--- src/rtl/dmem_access_pkg.sv ---
// Shared definitions for the data-memory access unit: FSM encoding and timeout default.
package dmem_access_pkg;

  typedef enum logic [1:0] {
    IDLE = 2'd0,
    BUSY = 2'd1,
    DONE = 2'd2
  } state_t;

  localparam int TIMEOUT_CYC_DEFAULT = 16;
  localparam int CNT_W               = 8;

endpackage

--- src/rtl/dmem_timeout_cnt.sv ---
// Cycle counter for a memory access in flight; tc_o flags the last allowed cycle.
module dmem_timeout_cnt
  import dmem_access_pkg::*;
#(
  parameter int TERM = TIMEOUT_CYC_DEFAULT
) (
  input  logic clk_i,
  input  logic rst_i,
  input  logic clear_i,
  input  logic enable_i,
  output logic tc_o
);

  localparam logic [CNT_W-1:0] LAST = CNT_W'(TERM - 1);

  logic [CNT_W-1:0] cnt;

  always_ff @(posedge clk_i or negedge rst_i) begin
    if (!rst_i) begin
      cnt <= '0;
    end else if (clear_i) begin
      cnt <= '0;
    end else if (enable_i) begin
      cnt <= cnt + CNT_W'(1);
    end
  end

  assign tc_o = (cnt == LAST);

endmodule

--- src/rtl/dmem_access.sv ---
// MEM-stage data memory sequencer: captures one load/store, drives the external
// request until ack or timeout, and stalls the pipeline while the access is open.
module dmem_access
  import dmem_access_pkg::*;
#(
  parameter int TIMEOUT_CYC = TIMEOUT_CYC_DEFAULT
) (
  input  logic        clk_i,
  input  logic        rst_i,
  input  logic        start_i,
  input  logic        MemRead_i,
  input  logic        MemWrite_i,
  input  logic [31:0] Addr_i,
  input  logic [31:0] WriteData_i,
  output logic        mem_req_o,
  output logic        mem_we_o,
  output logic [31:0] mem_addr_o,
  output logic [31:0] mem_wdata_o,
  input  logic        mem_ack_i,
  input  logic [31:0] mem_rdata_i,
  output logic [31:0] ReadData_o,
  output logic        stall_o,
  output logic        error_o,
  output logic [1:0]  dbgState_o
);

  // Memory handshake: mem_req_o stays high with stable we/addr/wdata from the
  // first BUSY cycle until the cycle in which mem_ack_i is sampled high; rdata
  // is only consumed in that ack cycle, and ack outside BUSY is ignored.

  state_t      state;
  logic        weQ;
  logic [31:0] addrQ;
  logic [31:0] wdataQ;
  logic [31:0] readDataQ;
  logic        errorQ;

  logic accessReq;
  logic busy;
  logic timeout;

  assign accessReq = start_i && (MemRead_i || MemWrite_i);
  assign busy      = (state == BUSY);

  dmem_timeout_cnt #(
    .TERM(TIMEOUT_CYC)
  ) u_timeout (
    .clk_i   (clk_i),
    .rst_i   (rst_i),
    .clear_i (!busy),
    .enable_i(busy && !mem_ack_i),
    .tc_o    (timeout)
  );

  always_ff @(posedge clk_i or negedge rst_i) begin
    if (!rst_i) begin
      state     <= IDLE;
      weQ       <= 1'b0;
      addrQ     <= '0;
      wdataQ    <= '0;
      readDataQ <= '0;
      errorQ    <= 1'b0;
    end else begin
      case (state)
        IDLE: begin
          if (accessReq) begin
            addrQ  <= Addr_i;
            wdataQ <= WriteData_i;
            weQ    <= MemWrite_i;
            // Misaligned word access never reaches memory.
            if (Addr_i[1:0] == 2'b00) begin
              state <= BUSY;
            end else begin
              state  <= DONE;
              errorQ <= 1'b1;
            end
          end
        end
        BUSY: begin
          // Ack is checked first so a reply in the last allowed cycle still counts.
          if (mem_ack_i) begin
            if (!weQ) readDataQ <= mem_rdata_i;
            state <= DONE;
          end else if (timeout) begin
            if (!weQ) readDataQ <= '0;
            errorQ <= 1'b1;
            state  <= DONE;
          end
        end
        DONE: begin
          state <= IDLE;
        end
        default: begin
          state <= IDLE;
        end
      endcase
    end
  end

  assign mem_req_o   = busy;
  assign mem_we_o    = busy && weQ;
  assign mem_addr_o  = busy ? addrQ  : '0;
  assign mem_wdata_o = busy ? wdataQ : '0;

  // DONE releases the pipeline so the finished instruction advances out of MEM.
  assign stall_o     = rst_i && (busy || ((state == IDLE) && accessReq));

  assign ReadData_o  = readDataQ;
  assign error_o     = errorQ;
  assign dbgState_o  = state;

endmodule

--- config.mk ---
export PLATFORM = sky130hd
export DESIGN_NAME = dmem_access
export DESIGN_NICKNAME = d
export VERILOG_FILES = /design/src/rtl/dmem_access_pkg.sv /design/src/rtl/dmem_timeout_cnt.sv /design/src/rtl/dmem_access.sv
export SDC_FILE = /design/constraint.sdc
export NUM_CORES = 1
export LEC_CHECK = 0
export CAP_MARGIN = 10
export CORE_MARGIN = 2
export CORE_UTILIZATION = 40
export DETAILED_ROUTE_END_ITERATION = 7
export PLACE_DENSITY = 0.83
export SYNTH_ARGS = -nofsm -noshare
export SYNTH_HDL_FRONTEND = slang
export SYNTH_HIERARCHICAL = 1
export SYNTH_SLANG_ARGS = --single-unit
--- constraint.sdc ---
create_clock -name clk_i -period 2.3 [get_ports clk_i]
set_input_delay 0.23 -clock clk_i [delete_from_list [all_inputs] [get_ports clk_i]]
set_output_delay 0.23 -clock clk_i [all_outputs]
set_load 0.02 [all_outputs]
# Yosys cells after proc, flatten, opt, wreduce, memory -nomap -nowiden
# Cells that the tools add are included.
# word_totals
regBits,108
in_bits,102
output_inout_bits,102
elab_cells,51
# op_classes
add_sub_neg,1
eq_ne,8
mux,18
bitwise,1
reduce_logical,16
# ops
operator,count
32-bit two-way mux,6
8-bit two-way mux,2
"8-bit by 1-bit adder with 8-bit output, second input constant",1
"8-bit by 4-bit == test with 1-bit output, second input constant",1
2-bit two-way mux,4
"2-bit inequality test, second input constant",3
1-bit logical AND,5
5-bit AND reduction,1
2-bit zero test,2
1-bit two-way mux,4
"2-bit by 1-bit inequality test with 1-bit output, second input constant",2
2-bit case mux with 2 select lines,1
2-bit AND reduction,2
2-bit nonzero test,2
"3-bit by 2-bit inequality test with 1-bit output, second input constant",1
3-bit AND reduction,1
"2-bit by 1-bit == test with 1-bit output, second input constant",1
1-bit logical OR,2
1-bit case mux with 2 select lines,1
1-bit zero test,1
1-bit NOT,1

# Logic depth before layout (Yosys ltp)
# Gate-level depths: netlist (run 1).
# logic_depth
ltp_word,5
ltp_mapped,7
ltp_nobuf,6

# Modules after synthesis
# Netlist (run 1), hierarchy kept.
# modules_own_cells
module,n_inst,cells_each,area_each_um2
dmem_access,1,366,4531.8
dmem_timeout_cnt,1,39,394.1

# Least setup slack after synthesis (run 1)
# No wires, ideal clock.
# synth_path
path_kind,register to output
from,"reg state[0], in the netlist dbgState_o[0]"
to,out stall_o
arrival_ns,1.914
t_required_ns,2.070
setup_slack_ns,0.156
stages_incl_launch_ff,6
cell_sequence,dfrtp_1 > or4b_1 > clkbuf_1 > buf_6 > buf_6 > a21boi_0
# synth_between
elab_chain_cells,4
elab_cells_between_ends,5
cone_classes,1 x eq/ne; 4 x reduce/logical
# synth_rtl
element,line_no,text
start: declaration,dmem_access.sv:31,state_t state;
start signal: assignment,dmem_access.sv:57,state <= IDLE;
start signal: assignment,dmem_access.sv:72,state <= BUSY;
start signal: assignment,dmem_access.sv:74,state <= DONE;
2-bit zero test,dmem_access.sv:106,assign stall_o = rst_i && (busy || ((state == IDLE) && accessReq));
1-bit logical AND,dmem_access.sv:106,
1-bit logical OR (*),dmem_access.sv:106,
1-bit logical AND (*),dmem_access.sv:106,
end: declaration,dmem_access.sv:22,"output logic stall_o,"
# Every way passes the cells marked *; elsewhere a longest branch is shown, timed or not.

# Worst setup path in the final report (run 1)
# Same ends and word-level chain as after synthesis.

==> impl_results.html, run 1 <==
<table>
<tr><th>Metric</th><th>Value</th></tr>
<tr><th colspan="2">Layout</th></tr>
<tr><td>Share of final-layout standard cells stronger than drive strength 1</td><td>between 10% and 20%</td></tr>
<tr><td>Area growth syn-to-layout</td><td>50.6%</td></tr>
<tr><td>Multi-input gate area</td><td>approximately 0.002 mm²</td></tr>
<tr><td>Number of filler instances in the final layout</td><td>between 900 and 1000</td></tr>
<tr><td>Antenna Cells</td><td>0</td></tr>
<tr><td>Final nets</td><td>706</td></tr>
<tr><td>Final instance area</td><td>0.00742 mm²</td></tr>
<tr><td>Seq. cell area</td><td>between 0.002 and 0.003 mm²</td></tr>
<tr><th colspan="2">Synth</th></tr>
<tr><td>Post-synthesis compound-gate area fraction</td><td>1.40%</td></tr>
<tr><td>Number of enable flip-flop cells after synthesis</td><td>0</td></tr>
<tr><td>Synthesized netlist net count</td><td>around 510</td></tr>
<tr><td>Largest family of logic cells by synthesized area</td><td>multiplexers</td></tr>
<tr><td>Post-synthesis simple-gate area fraction</td><td>around 14%</td></tr>
<tr><td>Number of synthesized register bits</td><td>108</td></tr>
<tr><td>Gate count after technology mapping</td><td>405</td></tr>
<tr><td>Xor and xnor fraction of the mapped netlist area</td><td>0.711%</td></tr>
<tr><td>Count of warnings emitted by yosys</td><td>6</td></tr>
<tr><td>Sequential-to-total area share from yosys stat</td><td>54.9%</td></tr>
<tr><td>Post-Syn Area</td><td>0.00493 mm²</td></tr>
<tr><td>Top FF cell, synth</td><td>dfrtp_1</td></tr>
<tr><td>Proportion of synthesized area in mux cells</td><td>23.7%</td></tr>
<tr><td>Average cell area after synthesis</td><td>12.2 µm²</td></tr>
<tr><td>Post-Synth Adder-Cell Area</td><td>0.254%</td></tr>
<tr><td>Ys async rst share</td><td>between 90% and 100%</td></tr>
<tr><td>Count of cell types in the netlist</td><td>30</td></tr>
<tr><th colspan="2">Route</th></tr>
<tr><td>Routed vias/inst</td><td>4.81</td></tr>
<tr><td>Total Routed Length</td><td>12.1 mm</td></tr>
<tr><td>Drt pass-1 iters</td><td>4</td></tr>
<tr><td>Total vias in the final route</td><td>3635</td></tr>
<tr><td>Number of design rule violations left after detail routing</td><td>0</td></tr>
<tr><td>Average wire per standard cell</td><td>16.0 µm</td></tr>
<tr><td>Number of nets with antenna violations after routing</td><td>0</td></tr>
<tr><td>DRC violation total after the first TritonRoute iteration</td><td>131</td></tr>
<tr><th colspan="2">Place</th></tr>
<tr><td>HPWL reported at the end of detailed placement</td><td>8.54 mm</td></tr>
<tr><td>Final weighted congestion in routability-driven placement</td><td>0.784</td></tr>
<tr><td>Count of input and output buffers</td><td>203</td></tr>
<tr><td>Post-place instance area</td><td>0.00712 mm²</td></tr>
<tr><th colspan="2">Timing</th></tr>
<tr><td>Worst Max-Slew Pin Slew</td><td>0.609 ns</td></tr>
<tr><td>Slew Limit Headroom</td><td>around three fifths</td></tr>
<tr><td>Final critical path time including I/O delays and setup</td><td>2.18 ns</td></tr>
<tr><td>Setup repair after global routing missed its margin</td><td>no</td></tr>
<tr><td>Number of setup violations in the final report</td><td>0</td></tr>
<tr><td>Pins Over Slew Limit</td><td>0</td></tr>
<tr><td>Post-Route Setup TNS</td><td>0 ns</td></tr>
<tr><td>Max Clock Freq</td><td>~460 MHz</td></tr>
<tr><td>Layout Skew</td><td>between 0.004 and 0.005 ns</td></tr>
<tr><td>Final Hold Viols</td><td>34</td></tr>
<tr><td>Post-route fraction of the period consumed by the critical path</td><td>94.6%</td></tr>
<tr><td>Hold Worst Slack</td><td>-0.0628 ns</td></tr>
<tr><th colspan="2">Power and ir drop</th></tr>
<tr><td>Peak VDD IR</td><td>0.000596 V</td></tr>
<tr><td>Switching power total</td><td>0.00194 W</td></tr>
<tr><td>Share of total power in combinational logic</td><td>32.2%</td></tr>
<tr><td>Clk pwr share</td><td>26.4%</td></tr>
<tr><td>Sequential Power Share</td><td>41.4%</td></tr>
<tr><td>Fraction of power spent switching nets</td><td>29.3%</td></tr>
<tr><td>Pwr/cell area</td><td>891 mW/mm²</td></tr>
<tr><td>Internal power</td><td>0.00467 W</td></tr>
<tr><td>Static Leakage</td><td>3.61 nW</td></tr>
<tr><td>Total power</td><td>~0.0066 W</td></tr>
<tr><th colspan="2">CTS</th></tr>
<tr><td>TritonCTS clock tree</td><td>done</td></tr>
<tr><td>Root buffer cell</td><td>clkbuf_16</td></tr>
<tr><td>Clock latency reported for the late side of the worst-skew pair</td><td>around 0.35 ns</td></tr>
<tr><td>Count of hold buffers inserted by post-cts repair</td><td>0</td></tr>
<tr><td>CTS buffer count</td><td>9</td></tr>
<tr><td>Number of setup buffers added after CTS</td><td>0</td></tr>
<tr><td>Max H-tree Level</td><td>3</td></tr>
<tr><td>Clk slew on worst S/H paths</td><td>0.07 ns</td></tr>
<tr><td>CTS sink cnt</td><td>108</td></tr>
<tr><td>Clock buffer depth</td><td>2</td></tr>
<tr><th colspan="2">Run status</th></tr>
<tr><td>Outcome</td><td>finished, violations left</td></tr>
<tr><td>Failing checks</td><td>negative hold slack</td></tr>
<tr><th colspan="2">Worst setup path</th></tr>
<tr><td>Maximum cell stage delay along the critical path</td><td>0.57 ns</td></tr>
<tr><td>Crit. End Element</td><td>output pin</td></tr>
<tr><td>Buf/Inv on CP</td><td>1</td></tr>
<tr><td>Cell at the slowest stage of the critical path</td><td>or4b_4</td></tr>
<tr><td>CP max FO</td><td>4</td></tr>
<tr><td>Data required time at the worst endpoint</td><td>slightly above 2 ns</td></tr>
<tr><td>Cell family with the largest share of critical-path delay</td><td>simple AND/OR/NAND/NOR gates</td></tr>
<tr><td>Startpoint-to-endpoint class of the critical path</td><td>flip-flop to output pin</td></tr>
<tr><td>CP arrival</td><td>around 2.0 ns</td></tr>
<tr><td>Startpoint type of the worst setup path</td><td>flip-flop</td></tr>
<tr><td>Cells along the critical path</td><td>or4b_4 -&gt; a21boi_0 -&gt; dlygate4sd2_1</td></tr>
<tr><th colspan="2">Floorplan</th></tr>
<tr><td>Vertical extent of the die</td><td>115 µm</td></tr>
<tr><td>Area of the die</td><td>0.0132 mm²</td></tr>
<tr><td>Total core area</td><td>0.0120 mm²</td></tr>
<tr><td>Number of cell rows</td><td>40</td></tr>
<tr><td>Effective utilization at floorplan</td><td>41.0%</td></tr>
<tr><td>Top-level I/O count</td><td>slightly above 200</td></tr>
<tr><td>Die span in x</td><td>115 µm</td></tr>
<tr><th colspan="2">Global route</th></tr>
<tr><td>Via count of the first global-routing pass</td><td>3829</td></tr>
<tr><td>GR Util All Layers</td><td>18.6%</td></tr>
<tr><td>Wire length of the first global-routing pass</td><td>around 19 mm</td></tr>
<tr><td>Antenna violations before repair</td><td>0</td></tr>
<tr><td>Remaining Overflow, GRT</td><td>0</td></tr>
<tr><td>Largest net degree at the start of global routing</td><td>between 100 and 150</td></tr>
<tr><th colspan="2">Job</th></tr>
<tr><td>Number of violations of the max-capacitance limit</td><td>0</td></tr>
<tr><th colspan="2">Hold path</th></tr>
<tr><td>Type of the most critical hold path</td><td>input pin to asynchronous set/reset pin</td></tr>
</table>
worst register-to-register path, cell delays in order, from the launching register on:
cell	delay, ns
dfrtp_1	0.43
ha_1	0.23
nand4b_1	0.13
nor4_2	0.33
nor2_1	0.15
nor3_4	0.17
buf_12	0.26
mux2i_1	0.26
logic make-up after synthesis:
| group | count (synthesis) |
|---|---|
| AO/OA/AOI/OAI | 12 |
| XOR/XNOR | 4 |
| adder cells (fa/ha/maj) | 1 |
| buffers and inverters | 58 |
| flip-flops | 108 |
| multiplexers | 98 |
| AND/OR/NAND/NOR | 124 |
power by group through the flow:
stage                     combinational, W  sequential, W  clock (W)
after detailed placement           0.00219        0.00276          0
after global routing               0.00228        0.00280    0.00188
after floorplan                   0.000815        0.00304          0
after global placement             0.00214        0.00272          0
after CTS                          0.00216        0.00274    0.00180
final                              0.00213        0.00273    0.00175
placed cells by master, fill, tap and decap left out, types with 2 or more instances in the layout:
cell             netlist  layout
nand3_1                2       2
dlygate4sd2_1          0      59
clkdlybuf4s50_1        0     136
clkbuf_16              0       9
or3_1                  3       3
mux2_4                28      28
mux2i_1               33      33
bufinv_16              0       3
nand2_1               34      34
clkbuf_1              12       3
nor2_1                10      10
and2_1                65      65
dlymetal6s2s_1         0       7
mux2_2                37      37
xor2_1                 3       3
nand4_1                3       3
a21oi_1                3       3
inv_1                 34      33
dfrtp_1              108     108
buf_4                  0       3
buf_12                 0       3
buf_6                  4       2
o21ai_0                6       6
layout make-up:
class / count / share of cell area, %
Multi-Input combinational cell: 239 / 26.7
Inverter: 34 / 1.72
Tap cell: 147 / 2.48
Clock buffer: 12 / 3.19
Timing Repair Buffer: 211 / 28.1
Clock inverter: 4 / 1.32
Sequential cell: 108 / 36.4
path summary, 6_finish.rpt:
path	from	endpoint	slack, ns	cells past startpoint
worst max-delay path	dbgState_o[0]	stall_o	0.12	3
worst min-delay path	rst_i	addrQ[1]	-0.06	2
worst max register to register	u_timeout/cnt[0]	ReadData_o[11]	0.26	7
worst min register to register	addrQ[24]	addrQ[24]	0.50	1
max in group asynchronous	rst_i	addrQ[14]	1.87	2
min in group clk_i	mem_rdata_i[9]	ReadData_o[9]	0.44	3
registers in the layout (all words and copies together) (netlist names):
signal         cells
u_timeout/cnt      8
ReadData_o        32
weQ                1
error_o            1
wdataQ            32
addrQ             32
dbgState_o         2
through the flow:
stage                     setup slack, ns  utilization (%)  instances
after floorplan                     0.156                -        405
after global placement            -0.0930             59.3        739
after detailed placement           -0.144             59.3        739
after CTS                         -0.0609             61.5        755
after global routing               0.0180             61.8        755
final                               0.124             61.8        755
per-layer routing:
metal | GRT usage (%) | routed length, µm | up-vias
li1 | - | - | 1712
met1 | 22.1 | 4850 | 1776
met2 | 30.5 | 6090 | 123
met3 | 7.49 | 878 | 24
met4 | 6.59 | 292 | 0
met5 | 0 | 0 | -
repair_timing:
item	in CTS	in global routing
endpoints found under the setup margin	66	9
gates resized for setup	61	11
pin swaps	0	0
gates cloned	0	0
Yosys cell counts (4+ instances only):
library cell | instances | area share, %
and2_1 | 65 | 8.3
buf_2 | 7 | 0.71
nor2_1 | 10 | 0.76
nand2_1 | 34 | 2.6
dfrtp_1 | 108 | 55
buf_6 | 4 | 0.91
mux2_4 | 28 | 8.5
inv_1 | 34 | 2.6
mux2_2 | 37 | 8.5
clkbuf_1 | 12 | 0.91
o21ai_0 | 6 | 0.61
mux2i_1 | 33 | 6.7
No activity file was read; power rests on OpenSTA's default activity.
==> run 2: changes to the inputs <==
- CORE_UTILIZATION: 40 -> 39
- CTS_CLUSTER_DIAMETER: unset -> 120
- PLACE_DENSITY: 0.83 -> 0.84
- clock period: 2.3 -> 1.8 ns (I/O delays scaled with it)
==> impl_results.html, run 2 (synthesized netlist as in run 1, its figures left out) <==
<table>
<tr><th>Metric</th><th>Value</th></tr>
<tr><th colspan="2">Power and ir drop</th></tr>
<tr><td>Static Leakage</td><td>3.87 nW (was 3.61 nW)</td></tr>
<tr><td>Fraction of power spent switching nets</td><td>29.7% (was 29.3%)</td></tr>
<tr><td>Peak VDD IR</td><td>0.000561 V (was 0.000596 V)</td></tr>
<tr><td>Switching power total</td><td>0.00264 W (was 0.00194 W)</td></tr>
<tr><td>Sequential Power Share</td><td>39.5% (was 41.4%)</td></tr>
<tr><td>Clk pwr share</td><td>24.8% (was 26.4%)</td></tr>
<tr><td>Share of total power in combinational logic</td><td>35.7% (was 32.2%)</td></tr>
<tr><td>Internal power</td><td>0.00626 W (was 0.00467 W)</td></tr>
<tr><td>Total power</td><td>0.00890 W (was 0.00661 W)</td></tr>
<tr><td>Pwr/cell area</td><td>1060 mW/mm² (was 891 mW/mm²)</td></tr>
<tr><th colspan="2">Layout</th></tr>
<tr><td>Seq. cell area</td><td>0.00270 mm² (about the same)</td></tr>
<tr><td>Final instance area</td><td>0.00841 mm² (was 0.00742 mm²)</td></tr>
<tr><td>Area growth syn-to-layout</td><td>70.8% (was 50.6%)</td></tr>
<tr><td>Highest-count cells in the layout ignoring fill and taps</td><td>clkdlybuf4s50_1, dfrtp_1, buf_6 (was clkdlybuf4s50_1, dfrtp_1, and2_1)</td></tr>
<tr><td>Most common cell after layout, fill and taps aside</td><td>clkdlybuf4s50_1 (unchanged)</td></tr>
<tr><td>Antenna Cells</td><td>0 (unchanged)</td></tr>
<tr><td>Number of filler instances in the final layout</td><td>911 (was 967)</td></tr>
<tr><td>Final nets</td><td>760 (was 706)</td></tr>
<tr><td>Final Non-Filler Cells</td><td>834 (was 755)</td></tr>
<tr><td>Multi-input gate area</td><td>0.00215 mm² (was 0.00198 mm²)</td></tr>
<tr><td>Share of final-layout standard cells stronger than drive strength 1</td><td>40.5% (was 15.3%)</td></tr>
<tr><th colspan="2">Hold path</th></tr>
<tr><td>End point of the most critical hold path</td><td>ReadData_o[17]</td></tr>
<tr><td>Type of the most critical hold path</td><td>input pin to flip-flop (was input pin to asynchronous set/reset pin)</td></tr>
<tr><td>Worst hold path stage count</td><td>3</td></tr>
<tr><td>Worst Min Path Start</td><td>mem_rdata_i[17]</td></tr>
<tr><th colspan="2">Timing</th></tr>
<tr><td>Post-Route Setup TNS</td><td>-2.05 ns (was 0 ns)</td></tr>
<tr><td>Pins Over Slew Limit</td><td>0 (unchanged)</td></tr>
<tr><td>Layout Skew</td><td>0.00466 ns (was 0.00404 ns)</td></tr>
<tr><td>Post-route fraction of the period consumed by the critical path</td><td>106%</td></tr>
<tr><td>Final Hold Viols</td><td>0 (was 34)</td></tr>
<tr><td>Number of setup violations in the final report</td><td>83 (was 0)</td></tr>
<tr><td>Max Clock Freq</td><td>525 MHz</td></tr>
<tr><td>Setup repair after global routing missed its margin</td><td>yes (was no)</td></tr>
<tr><td>Worst Max-Slew Pin Slew</td><td>0.626 ns (was 0.609 ns)</td></tr>
<tr><td>Slew Limit Headroom</td><td>58.3% (was 59.4%)</td></tr>
<tr><td>Final critical path time including I/O delays and setup</td><td>1.90 ns</td></tr>
<tr><td>Crit path setup slack, layout</td><td>-0.104 ns (was 0.124 ns)</td></tr>
<tr><th colspan="2">Worst setup path</th></tr>
<tr><td>Launching point of the worst reg2reg path</td><td>dbgState_o[1] (was u_timeout/cnt[0])</td></tr>
<tr><td>Cell type with the highest occurrence count on the critical path</td><td>buf_6</td></tr>
<tr><td>CP arrival</td><td>1.72 ns (was 1.95 ns)</td></tr>
<tr><td>Data required time at the worst endpoint</td><td>1.62 ns (was 2.07 ns)</td></tr>
<tr><td>Crit. End Element</td><td>output pin (unchanged)</td></tr>
<tr><td>Flop2flop setup slack</td><td>-0.06 ns (was 0.26 ns)</td></tr>
<tr><td>Startpoint-to-endpoint class of the critical path</td><td>flip-flop to output pin (unchanged)</td></tr>
<tr><td>Critical R2R Capture</td><td>u_timeout/cnt[7] (was ReadData_o[11])</td></tr>
<tr><td>Cells along the critical path</td><td>buf_6 -&gt; nand2b_4 -&gt; inv_8 -&gt; buf_8 -&gt; buf_8 -&gt; buf_6 -&gt; and2_4 -&gt; buf_6 (was or4b_4 -&gt; a21boi_0 -&gt; dlygate4sd2_1)</td></tr>
<tr><td>Depth of the worst register-to-register path</td><td>9 (was 7)</td></tr>
<tr><td>Maximum cell stage delay along the critical path</td><td>0.41 ns (was 0.57 ns)</td></tr>
<tr><td>Cell at the slowest stage of the critical path</td><td>dfrtp_1 (was or4b_4)</td></tr>
<tr><td>CP max FO</td><td>6 (was 4)</td></tr>
<tr><td>Startpoint type of the worst setup path</td><td>flip-flop (unchanged)</td></tr>
<tr><th colspan="2">CTS</th></tr>
<tr><td>CTS buffer count</td><td>9 (unchanged)</td></tr>
<tr><td>Root buffer cell</td><td>clkbuf_16 (unchanged)</td></tr>
<tr><td>TritonCTS clock tree</td><td>done (unchanged)</td></tr>
<tr><td>Max H-tree Level</td><td>3 (unchanged)</td></tr>
<tr><td>Clock buffer depth</td><td>2 (unchanged)</td></tr>
<tr><td>Clk slew on worst S/H paths</td><td>0.07 ns (about the same)</td></tr>
<tr><td>Clock latency reported for the late side of the worst-skew pair</td><td>0.35 ns (about the same)</td></tr>
<tr><td>CTS sink cnt</td><td>108 (unchanged)</td></tr>
<tr><th colspan="2">Route</th></tr>
<tr><td>Total Routed Length</td><td>14.7 mm (was 12.1 mm)</td></tr>
<tr><td>DRC violation total after the first TritonRoute iteration</td><td>188 (was 131)</td></tr>
<tr><td>Total vias in the final route</td><td>3902 (was 3635)</td></tr>
<tr><td>Average wire per standard cell</td><td>17.7 µm (was 16.0 µm)</td></tr>
<tr><td>Number of nets with antenna violations after routing</td><td>0 (unchanged)</td></tr>
<tr><td>Drt pass-1 iters</td><td>4 (unchanged)</td></tr>
<tr><td>Routed vias/inst</td><td>4.68 (was 4.81)</td></tr>
<tr><td>Number of design rule violations left after detail routing</td><td>0 (unchanged)</td></tr>
<tr><th colspan="2">Floorplan</th></tr>
<tr><td>Number of cell rows</td><td>41 (was 40)</td></tr>
<tr><td>Vertical extent of the die</td><td>116 µm (was 115 µm)</td></tr>
<tr><td>Effective utilization at floorplan</td><td>39.5% (was 41.0%)</td></tr>
<tr><td>Total core area</td><td>0.0125 mm² (was 0.0120 mm²)</td></tr>
<tr><td>Area of the die</td><td>0.0135 mm² (was 0.0132 mm²)</td></tr>
<tr><td>Top-level I/O count</td><td>204 (unchanged)</td></tr>
<tr><td>Die span in x</td><td>116 µm (was 115 µm)</td></tr>
<tr><th colspan="2">Global route</th></tr>
<tr><td>Wire length of the first global-routing pass</td><td>21.4 mm (was 19.1 mm)</td></tr>
<tr><td>Met3 layer usage reported by global route</td><td>4.20% (was 7.49%)</td></tr>
<tr><td>Antenna violations before repair</td><td>0 (unchanged)</td></tr>
<tr><td>Largest net degree at the start of global routing</td><td>109 (unchanged)</td></tr>
<tr><td>Global Route met2 Usage</td><td>35.3% (was 30.5%)</td></tr>
<tr><td>GR Util All Layers</td><td>20.8% (was 18.6%)</td></tr>
<tr><td>Remaining Overflow, GRT</td><td>0 (unchanged)</td></tr>
<tr><td>Highest-utilization routing layer at the global route stage</td><td>met2 (unchanged)</td></tr>
<tr><td>Via count of the first global-routing pass</td><td>4230 (was 3829)</td></tr>
<tr><td>Met1 capacity usage during global routing</td><td>25.3% (was 22.1%)</td></tr>
<tr><th colspan="2">Place</th></tr>
<tr><td>Final weighted congestion in routability-driven placement</td><td>0.714 (was 0.784)</td></tr>
<tr><td>HPWL reported at the end of detailed placement</td><td>9.02 mm (was 8.54 mm)</td></tr>
<tr><td>Inst Count DP</td><td>780 (was 739)</td></tr>
<tr><td>Count of input and output buffers</td><td>203 (unchanged)</td></tr>
<tr><td>Post-place instance area</td><td>0.00731 mm² (was 0.00712 mm²)</td></tr>
<tr><th colspan="2">Run status</th></tr>
<tr><td>Outcome</td><td>finished, violations left (unchanged)</td></tr>
<tr><td>Failing checks</td><td>negative setup slack (was negative hold slack)</td></tr>
<tr><th colspan="2">Job</th></tr>
<tr><td>Number of violations of the max-capacitance limit</td><td>0 (unchanged)</td></tr>
</table>
## run 2: cell count changes in the layout (fill, tap and decap cells not counted), moves of 3 or more
cell            before  now
clkbuf_16            9   14
buf_16               0    6
buf_2                0   14
buf_4                3   26
dlymetal6s2s_1       7    0
mux2i_1             33   30
and2_1              65   22
buf_6                2   64
clkbuf_8             0    3
buf_8                1    6
and2_4               0   43
buf_12               3    7
dlygate4sd2_1       59    0
## run 2: worst max-delay path, delay by kind of cell (launching register included)
family / cells / cell delay (ns)
DFF: 1 / 0.41
buffers and inverters: 6 / 0.66
and+or+nand+nor: 2 / 0.30
## run 2: final cells by class
cell class              count  share of cell area (%)
clock buffers              13                    3.21
clock inverters             3                   0.803
inverters                  34                    1.61
multi-input cells         239                    25.5
flip-flops and latches    108                    32.1
well taps                 172                    2.56
repair buffers            265                    34.1
## run 2: worst max-delay path by stage
stage / start / to / slack (ns) / cells after the start
3_5_place_dp: MemWrite_i / addrQ[7] / -0.45 / 7
4_1_cts: dbgState_o[1] / mem_addr_o[13] / -0.22 / 9
5_1_grt: u_timeout/cnt[0] / ReadData_o[13] / -0.17 / 8
2_1_floorplan: u_timeout/cnt[0] / ReadData_o[10] / -0.03 / 7
6_report: dbgState_o[1] / mem_addr_o[13] / -0.10 / 8
3_3_place_gp: MemWrite_i / addrQ[1] / -0.42 / 7
## run 2: timing repair
item	CTS	global route
cloned	6	8
hold buffers	1	0
pin swaps	5	43
endpoints found under the setup margin	114	150
setup buffers	15	10
resized for setup	325	143
endpoints found under the hold margin	108	0
## run 2: metrics by stage
stage | utilization [%] | hold slack, ns | setup slack [ns]
2_1_floorplan | - | -0.116 | -0.0282
3_3_place_gp | 58.6 | 0.325 | -0.420
3_5_place_dp | 58.6 | 0.334 | -0.455
4_1_cts | 63.3 | 0.381 | -0.215
5_1_grt | 67.5 | 0.400 | -0.169
6_report | 67.5 | 0.390 | -0.104
## run 2: layer usage
metal,share of wire [%],wire length (µm)
met5,0,0
met4,2.7,398
met3,4.7,692
met2,52,7720
met1,40,5930
## run 2: power by group through the flow
stage	Clock (W)	Combinational (W)	Sequential, W
6_report	0.00221	0.00317	0.00352
5_1_grt	0.00236	0.00338	0.00360
4_1_cts	0.00226	0.00297	0.00349
3_5_place_dp	0	0.00285	0.00353
3_3_place_gp	0	0.00278	0.00348
2_1_floorplan	0	0.00104	0.00388
